--- config.mk ---
export PLATFORM = sky130hd
export DESIGN_NAME = pwm_fade_scheduler
export DESIGN_NICKNAME = d
export VERILOG_FILES = /design/src/rtl/pwm_fade_scheduler.sv
export SDC_FILE = /design/constraint.sdc
export NUM_CORES = 1
export LEC_CHECK = 0
export ABC_AREA = 0
export CAP_MARGIN = 20
export CORE_MARGIN = 5
export CORE_UTILIZATION = 30
export CTS_BUF_LIST = sky130_fd_sc_hd__clkbuf_8
export CTS_CLUSTER_DIAMETER = 120
export DETAILED_ROUTE_END_ITERATION = 6
export PLACE_DENSITY = 0.58
export SYNTH_ARGS = -nofsm -noshare
export SYNTH_HDL_FRONTEND = slang
export SYNTH_SLANG_ARGS = --single-unit
--- constraint.sdc ---
create_clock -name clk -period 4.4 [get_ports clk]
set_input_delay 0.88 -clock clk [delete_from_list [all_inputs] [get_ports clk]]
set_output_delay 0.88 -clock clk [all_outputs]
set_load 0.1 [all_outputs]
--- src/rtl/pwm_fade_scheduler.sv ---
// pwm_fade_scheduler: takes fade commands and moves each channel's duty 1 LSB at a time toward its target.
// A free-running millisecond tick sets the pace of every ramp.
module pwm_fade_scheduler #(
  parameter int SYS_FREQ = 125,
  parameter int N = 7,
  parameter int CH = 3
) (
  input  logic            clk,
  input  logic            reset_p,
  input  logic            cmd_valid,
  output logic            cmd_ready,
  input  logic [1:0]      cmd_ch,
  input  logic [N-1:0]    cmd_target,
  input  logic [7:0]      cmd_step_ms,
  output logic [CH*N-1:0] duty_out,
  output logic [CH-1:0]   busy,
  output logic [CH-1:0]   done,
  output logic            cmd_err,
  output logic            tick_ms
);
  localparam logic [26:0] PRE_MAX = 27'(SYS_FREQ * 1000 - 1);
  typedef enum logic {IDLE, LOAD} state_t;
  state_t state_q, state_d;
  logic [26:0] pre_q, pre_d;
  logic tick_q, tick_d;
  logic [1:0] ch_q, ch_d;
  logic [N-1:0] tgt_q, tgt_d;
  logic [7:0] step_q, step_d;
  logic err_q, err_d;
  logic [N-1:0] duty_q [CH];
  logic [N-1:0] duty_d [CH];
  logic [N-1:0] target_q [CH];
  logic [N-1:0] target_d [CH];
  logic [7:0] intv_q [CH];
  logic [7:0] intv_d [CH];
  logic [7:0] cnt_q [CH];
  logic [7:0] cnt_d [CH];
  logic [CH-1:0] busy_q, busy_d, done_q, done_d;
  logic ch_ok, imm;
  assign ch_ok = {1'b0, ch_q} < 3'(CH);
  assign cmd_ready = (state_q == IDLE);
  assign busy = busy_q;
  assign done = done_q;
  assign cmd_err = err_q;
  assign tick_ms = tick_q;
  for (genvar g = 0; g < CH; g++) begin : g_out
    assign duty_out[g*N +: N] = duty_q[g];
  end
  always_comb begin
    pre_d = (pre_q == PRE_MAX) ? '0 : pre_q + 27'd1;
    tick_d = (pre_q == PRE_MAX);
    state_d = state_q;
    ch_d = ch_q;
    tgt_d = tgt_q;
    step_d = step_q;
    err_d = 1'b0;
    imm = 1'b0;
    if (state_q == IDLE && cmd_valid) begin
      state_d = LOAD;
      ch_d = cmd_ch;
      tgt_d = cmd_target;
      step_d = cmd_step_ms;
    end
    if (state_q == LOAD) begin
      state_d = IDLE;
      err_d = !ch_ok;
    end
    for (int k = 0; k < CH; k++) begin
      duty_d[k] = duty_q[k];
      target_d[k] = target_q[k];
      intv_d[k] = intv_q[k];
      cnt_d[k] = cnt_q[k];
      busy_d[k] = busy_q[k];
      done_d[k] = 1'b0;
      // A load on this channel overrides any step the same tick would cause
      if (state_q == LOAD && ch_ok && ch_q == 2'(k)) begin
        imm = (step_q == 8'd0) || (tgt_q == duty_q[k]);
        target_d[k] = tgt_q;
        intv_d[k] = step_q;
        cnt_d[k] = '0;
        duty_d[k] = imm ? tgt_q : duty_q[k];
        busy_d[k] = !imm;
        done_d[k] = imm;
      end else if (tick_q && busy_q[k]) begin
        if (cnt_q[k] == intv_q[k] - 8'd1) begin
          cnt_d[k] = '0;
          duty_d[k] = (duty_q[k] < target_q[k]) ? duty_q[k] + 1'b1 :
                      (duty_q[k] > target_q[k]) ? duty_q[k] - 1'b1 : duty_q[k];
          busy_d[k] = (duty_d[k] != target_q[k]);
          done_d[k] = (duty_d[k] == target_q[k]);
        end else begin
          cnt_d[k] = cnt_q[k] + 8'd1;
        end
      end
    end
  end
  always_ff @(posedge clk or posedge reset_p) begin
    if (reset_p) begin
      state_q <= IDLE;
      pre_q <= '0;
      tick_q <= 1'b0;
      ch_q <= '0;
      tgt_q <= '0;
      step_q <= '0;
      err_q <= 1'b0;
      duty_q <= '{default: '0};
      target_q <= '{default: '0};
      intv_q <= '{default: '0};
      cnt_q <= '{default: '0};
      busy_q <= '0;
      done_q <= '0;
    end else begin
      state_q <= state_d;
      pre_q <= pre_d;
      tick_q <= tick_d;
      ch_q <= ch_d;
      tgt_q <= tgt_d;
      step_q <= step_d;
      err_q <= err_d;
      duty_q <= duty_d;
      target_q <= target_d;
      intv_q <= intv_d;
      cnt_q <= cnt_d;
      busy_q <= busy_d;
      done_q <= done_d;
    end
  end
endmodule
Word level (Yosys, flattened, before mapping). Index checks and enable logic that the tools add are counted.

Input bits: 20. Bits in registers: 143. Output and inout port bits: 30. Latch bits: 0. ROM bits: 0. Memories kept: 0. Word-level logic and storage cells: 140. Memory bits (writable): 0.

Reduce and logical (&&, ||, !) cells: 29. $mul: 0. Divide/modulo/power cells: 0. Shift operators: 0. Mux-type cells: 49. Bitwise gates (word level): 1. $add $sub $neg: 13. Eq/ne operators: 18. $lt $le $gt $ge: 7.

Operators with widths (number): $mux 7 (18); $mux 8 (9); $eq 7x7->1 (6); $add 27x1->27 const B (1); $eq 27x17->1 const B (1); $mux 27 (1); $add 8x1->8 const B (3); $eq 8x8->1 (3); $sub 8x1->8 const B (3); $add 7x1->7 const B (3); $gt 7x7->1 (3); $lt 7x7->1 (3); $mux 1 (21); $ne 7x7->1 (3); $sub 7x1->7 const B (3); $reduce_bool 2->1 (6); $reduce_and 3->1 (3); $logic_and 1x1->1 (8); $logic_not 8->1 (1); $ne 2x1->1 const B (3); $reduce_and 2->1 (3); $logic_not 1->1 (4); $logic_or 1x1->1 (3); $eq 2x1->1 const B (1); 4 further kinds (4).

Depth between registers and ports, before layout.
Word-level depth: 7. Gate-level depth with buffers: 11. Depth with buffers taken out: 9.

Worst setup path after synthesis. No wires, ideal clock.

Kind: reg-to-reg. Start: reg duty_q (netlist bit duty_out[7]). End: reg busy_q[1], in the netlist busy[1]. Stages on the path, launching flop included: 12. Period minus slack after synthesis: 3293 ps. Buffers on the path: 2. Arrival time: 3135 ps. Path slack: 1107 ps. Required time: 4243 ps. Library setup time: 157 ps. Cells stage by stage: dfrtp_1 > clkbuf_1 > inv_1 > ha_1 > nand3b_1 > a21oi_1 > or2_1 > clkbuf_1 > a31oi_1 > xnor2_1 > a2111oi_0 > a41oi_1.

Longest elaborated chain between the ends: 7.

RTL lines: from (decl) (RTL line 30) `logic [N-1:0] duty_q [CH];`; from (signal assigned) (RTL line 120) `duty_q <= duty_d;`; $sub 7x1->7 or $gt 7x7->1 (tied branches) (RTL line 88) `(duty_q[k] > target_q[k]) ? duty_q[k] - 1'b1 : duty_q[k];`; $mux 7 (RTL line 88); $mux 7 (RTL line 87) `duty_d[k] = (duty_q[k] < target_q[k]) ? duty_q[k] + 1'b1 :`; $ne 7x7->1 (RTL line 89) `busy_d[k] = (duty_d[k] != target_q[k]);`; $mux 1 (RTL line 85) `if (cnt_q[k] == intv_q[k] - 8'd1) begin`; $mux 1 (RTL line 84) `end else if (tick_q && busy_q[k]) begin`; $mux 1 * (RTL line 76) `if (state_q == LOAD && ch_ok && ch_q == 2'(k)) begin`; to (signal assigned) (RTL line 124) `busy_q <= busy_d;`; to (decl) (RTL line 38) `logic [CH-1:0] busy_q, busy_d, done_q, done_d;`.

Mark *: on every way between the ends. The rest lies on a longest branch, timed or not. The select of a mux whose other input is x is not followed. A chain may end at the register's enable or synchronous reset.

Worst setup path after layout.
Start: reg duty_q (netlist bit duty_out[11]). End: reg busy_q[1], in the netlist busy[1].

Same word-level chain as after synthesis.

==> impl_metrics.env <==
export IMPL_run_status="finished clean"
export IMPL_mapped_area_mm2=0.009138
export IMPL_holdCritPathClass="reg2reg"
export IMPL_detailedRoute_firstPassIterationCount=7
export IMPL_start_util_pct=30.11
export IMPL_final_cell_mix="nand2_1 (144), dfrtp_1 (143), nor2_1 (64)"
export IMPL_fp_dieH_um=184.5
export IMPL_min_period_over_period_pct=74.55
export IMPL_initial_antenna_violation_count=0
export IMPL_antenna_violating_nets_post_route=0
export IMPL_dr_first_iter_drc_count=484
export IMPL_number_of_global_route_vias_before_repair=7261
export IMPL_timing_fmax_mhz=304.8
export IMPL_finish_net_count=1108
export IMPL_layout_cells_most_common="nand2_1"
export IMPL_drt_drc_violations_left=0
export IMPL_timing_slew_headroom_pct=31.80
export IMPL_tritoncts="yes"
export IMPL_finalSetupTns_ns=0
export IMPL_dieWidth_um=184.5
export IMPL_worst_slew_pin_tran_ns=1.020
export IMPL_regToRegStartpoint="duty_out[11]"
export IMPL_num_io_pins=50
export IMPL_syn_instance_count=1029
export IMPL_synthesis_area_per_instance_um2=8.880
export IMPL_max_vdd_drop_mv=0.2201
export IMPL_setup_viol=0
export IMPL_top_signal_layer_used="met4"
export IMPL_clk_insertion_delay_late_ns=0.45
export IMPL_number_of_library_cell_types_mapped_by_synthesis=79
export IMPL_critPathCaptureType="flop"
export IMPL_hp_start="pre_q[26]"
export IMPL_largest_area_contributor_in_the_netlist="dfrtp_1"
export IMPL_cts_sink_count=143
export IMPL_synth_top_cell_area_share_pct=39.16
export IMPL_wire_length_per_cell_after_detailed_routing_um=15.97
export IMPL_power_density_mw_per_mm2=534.1
export IMPL_finalMaxSlewViolations=0
export IMPL_critPathKind="reg2reg"
export IMPL_wl_met2_mm=11.06
export IMPL_io_buffer_count=49
export IMPL_arrival_ns=3.58
export IMPL_post_cts_setup_buffers=0
export IMPL_finalCriticalPeriod_ns=3.280
export IMPL_post_route_cells_drive_above_1_share_pct=6.560
export IMPL_hold_violation_total_from_the_final_report=0
export IMPL_static_leakage_power_nw=4.423
export IMPL_ctsHoldBuffers=0
export IMPL_synthTopCellsByArea="dfrtp_1 (39%), xnor2_1 (5.9%), nand2_1 (5.9%)"
export IMPL_detail_route_vias_per_cell=5.116
export IMPL_dr_vias=7484
export IMPL_fin_worst_skew_ns=0.01961
export IMPL_cts_clk_slew_worst_paths_ns=0.09
export IMPL_start_kind="flop"
export IMPL_track_usage_pct=13.98
export IMPL_dpl_instance_area_mm2=0.01001
export IMPL_root_buffer_selected_by_cts="clkbuf_8"
export IMPL_rows=64
export IMPL_gp_routability_congestion=0.8617
export IMPL_maximum_number_of_pins_on_one_net_before_global_route_repair=75
export IMPL_fp_dieArea_mm2=0.03405
export IMPL_yosys_most_used_dff="dfrtp_1"
export IMPL_grt_setup_unrepaired="no"
export IMPL_setup_worst_path_start="duty_out[11]"
export IMPL_wirelength_met1_mm=11.09
export IMPL_synth_enable_flop_cells=0
export IMPL_num_antenna_cells=0
export IMPL_design_core_area_mm2=0.03035
export IMPL_cp_required_ns=4.70
export IMPL_flow_area_growth_from_synthesis_pct=13.79
export IMPL_clock_path_buffers=2
export IMPL_clock_tree_htree_level_count=4
export IMPL_cp_max_fo=13
export IMPL_globalRouteOverflowTotal=0
export IMPL_cts_resized=0
export IMPL_number_of_warnings_issued_by_yosys=0
export IMPL_routed_wl_mm=23.36
export IMPL_final_util_pct=34.26
export IMPL_dp_hpwl_mm=16.81
export IMPL_ys_ff_latch=143
export IMPL_synthArstFlopShare_pct=100.0
export IMPL_part_of_the_yosys_area_used_for_sequential_elements_pct=39.16
export IMPL_fillCellCount=3091
export IMPL_mapped_nets=1083
export IMPL_final_cell_area_mm2=0.01040
export IMPL_grt_pass1_wl_mm=38.95
export IMPL_number_of_buffers_created_by_cts=17
export IMPL_wl_met3_mm=1.025
export IMPL_max_cap_violations=0
-- critical path: stages, from the launching register on --
cell and delay (ns):
dfrtp_1 0.51, ha_1 0.36, a211oi_1 0.23, o21bai_1 0.17, nor2_1 0.65, nand2_1 0.17
o22a_1 0.24, a2111oi_0 0.57, a41oi_1 0.22
-- path summary, 6_finish.rpt --
kind,to,slack [ns],cells after the start
worst max-delay path,busy[1],1.12,8
worst min-delay path,pre_q[26],0.47,1
worst max register to register,busy[1],1.12,8
worst min register to register,pre_q[26],0.47,1
max in group asynchronous,target_q[6],2.82,3
min in group asynchronous,duty_out[0],0.81,2
-- cells by family after synthesis --
group	after synthesis	share of synthesized area [%]
muxes	28	3.341
DFF	143	39.16
and+or+nand+nor	380	20.22
adders and majority gates	34	4.656
xor gates and xnor gates	108	10.50
buffers and inverters	97	4.012
AOI/OAI and AO/OA	239	18.10
-- routing by layer --
metal	vias to the layer above	global-route usage (%)
li1	3725	-
met4	0	3.017
met2	151	23.07
met3	16	2.585
met1	3592	19.21
met5	-	0
-- Yosys cell counts (all sizes together), types with 4 or more instances --
master and count:
a22oi 5, inv 45, buf 4, or3 8, clkbuf 48, o31ai 9, mux2 20, nand2 144
a211oi 17, nor4b 7, o21ai 54, nand2b 7, ha 34, nor2 67, and2 7, a31oi 8
o41ai 4, and3 27, a21o 6, or2 7, dfrtp 143, xnor2 62, xor2 45, a21oi 43
a2bb2oi 6, nand4 9, o211ai 9, a2111oi 4, nor2b 4, nor3 21, mux2i 8, a22o 12
o21a 4, nor4 14, nor3b 7, nand3 41, a31o 5, nand3b 5, o22ai 16, a21boi 4
-- registers in the layout (all words and copies together), names as in the netlist, 2 cells and up --
| register | cells |
|---|---|
| pre_q | 27 |
| cnt_q | 24 |
| intv_q | 24 |
| duty_out | 21 |
| target_q | 21 |
| step_q | 8 |
| tgt_q | 7 |
| busy | 3 |
| done | 3 |
| ch_q | 2 |
-- cell type report --
cell class              count  area, um^2  area share, %
inverters                  45       172.7          1.661
repair buffers             58       570.5          5.487
well taps                 396       495.5          4.765
flip-flops and latches    143        3578          34.42
multi-input cells         789        5205          50.06
clock buffers              19       261.5          2.515
clock inverters            13       113.9          1.095
-- power by group --
group	internal [mW]	switching, mW
combinational	1.00	1.57
clock	0.476	0.543
sequential	1.55	0.418
total	3.02	2.53
-- through the flow --
stage | cells | total power, mW | hold WS, ns | worst slack, ns
2_1_floorplan | 1029 | 3.933 | 0.4329 | 1.107
3_3_place_gp | 1430 | 4.522 | 0.4586 | 1.238
3_5_place_dp | 1430 | 4.549 | 0.4663 | 1.160
4_1_cts | 1462 | 5.591 | 0.4768 | 1.126
5_1_grt | 1463 | 5.963 | 0.5061 | 0.8022
6_report | 1463 | 5.553 | 0.4738 | 1.120
Note: power is estimated with default switching activity, not from simulation.
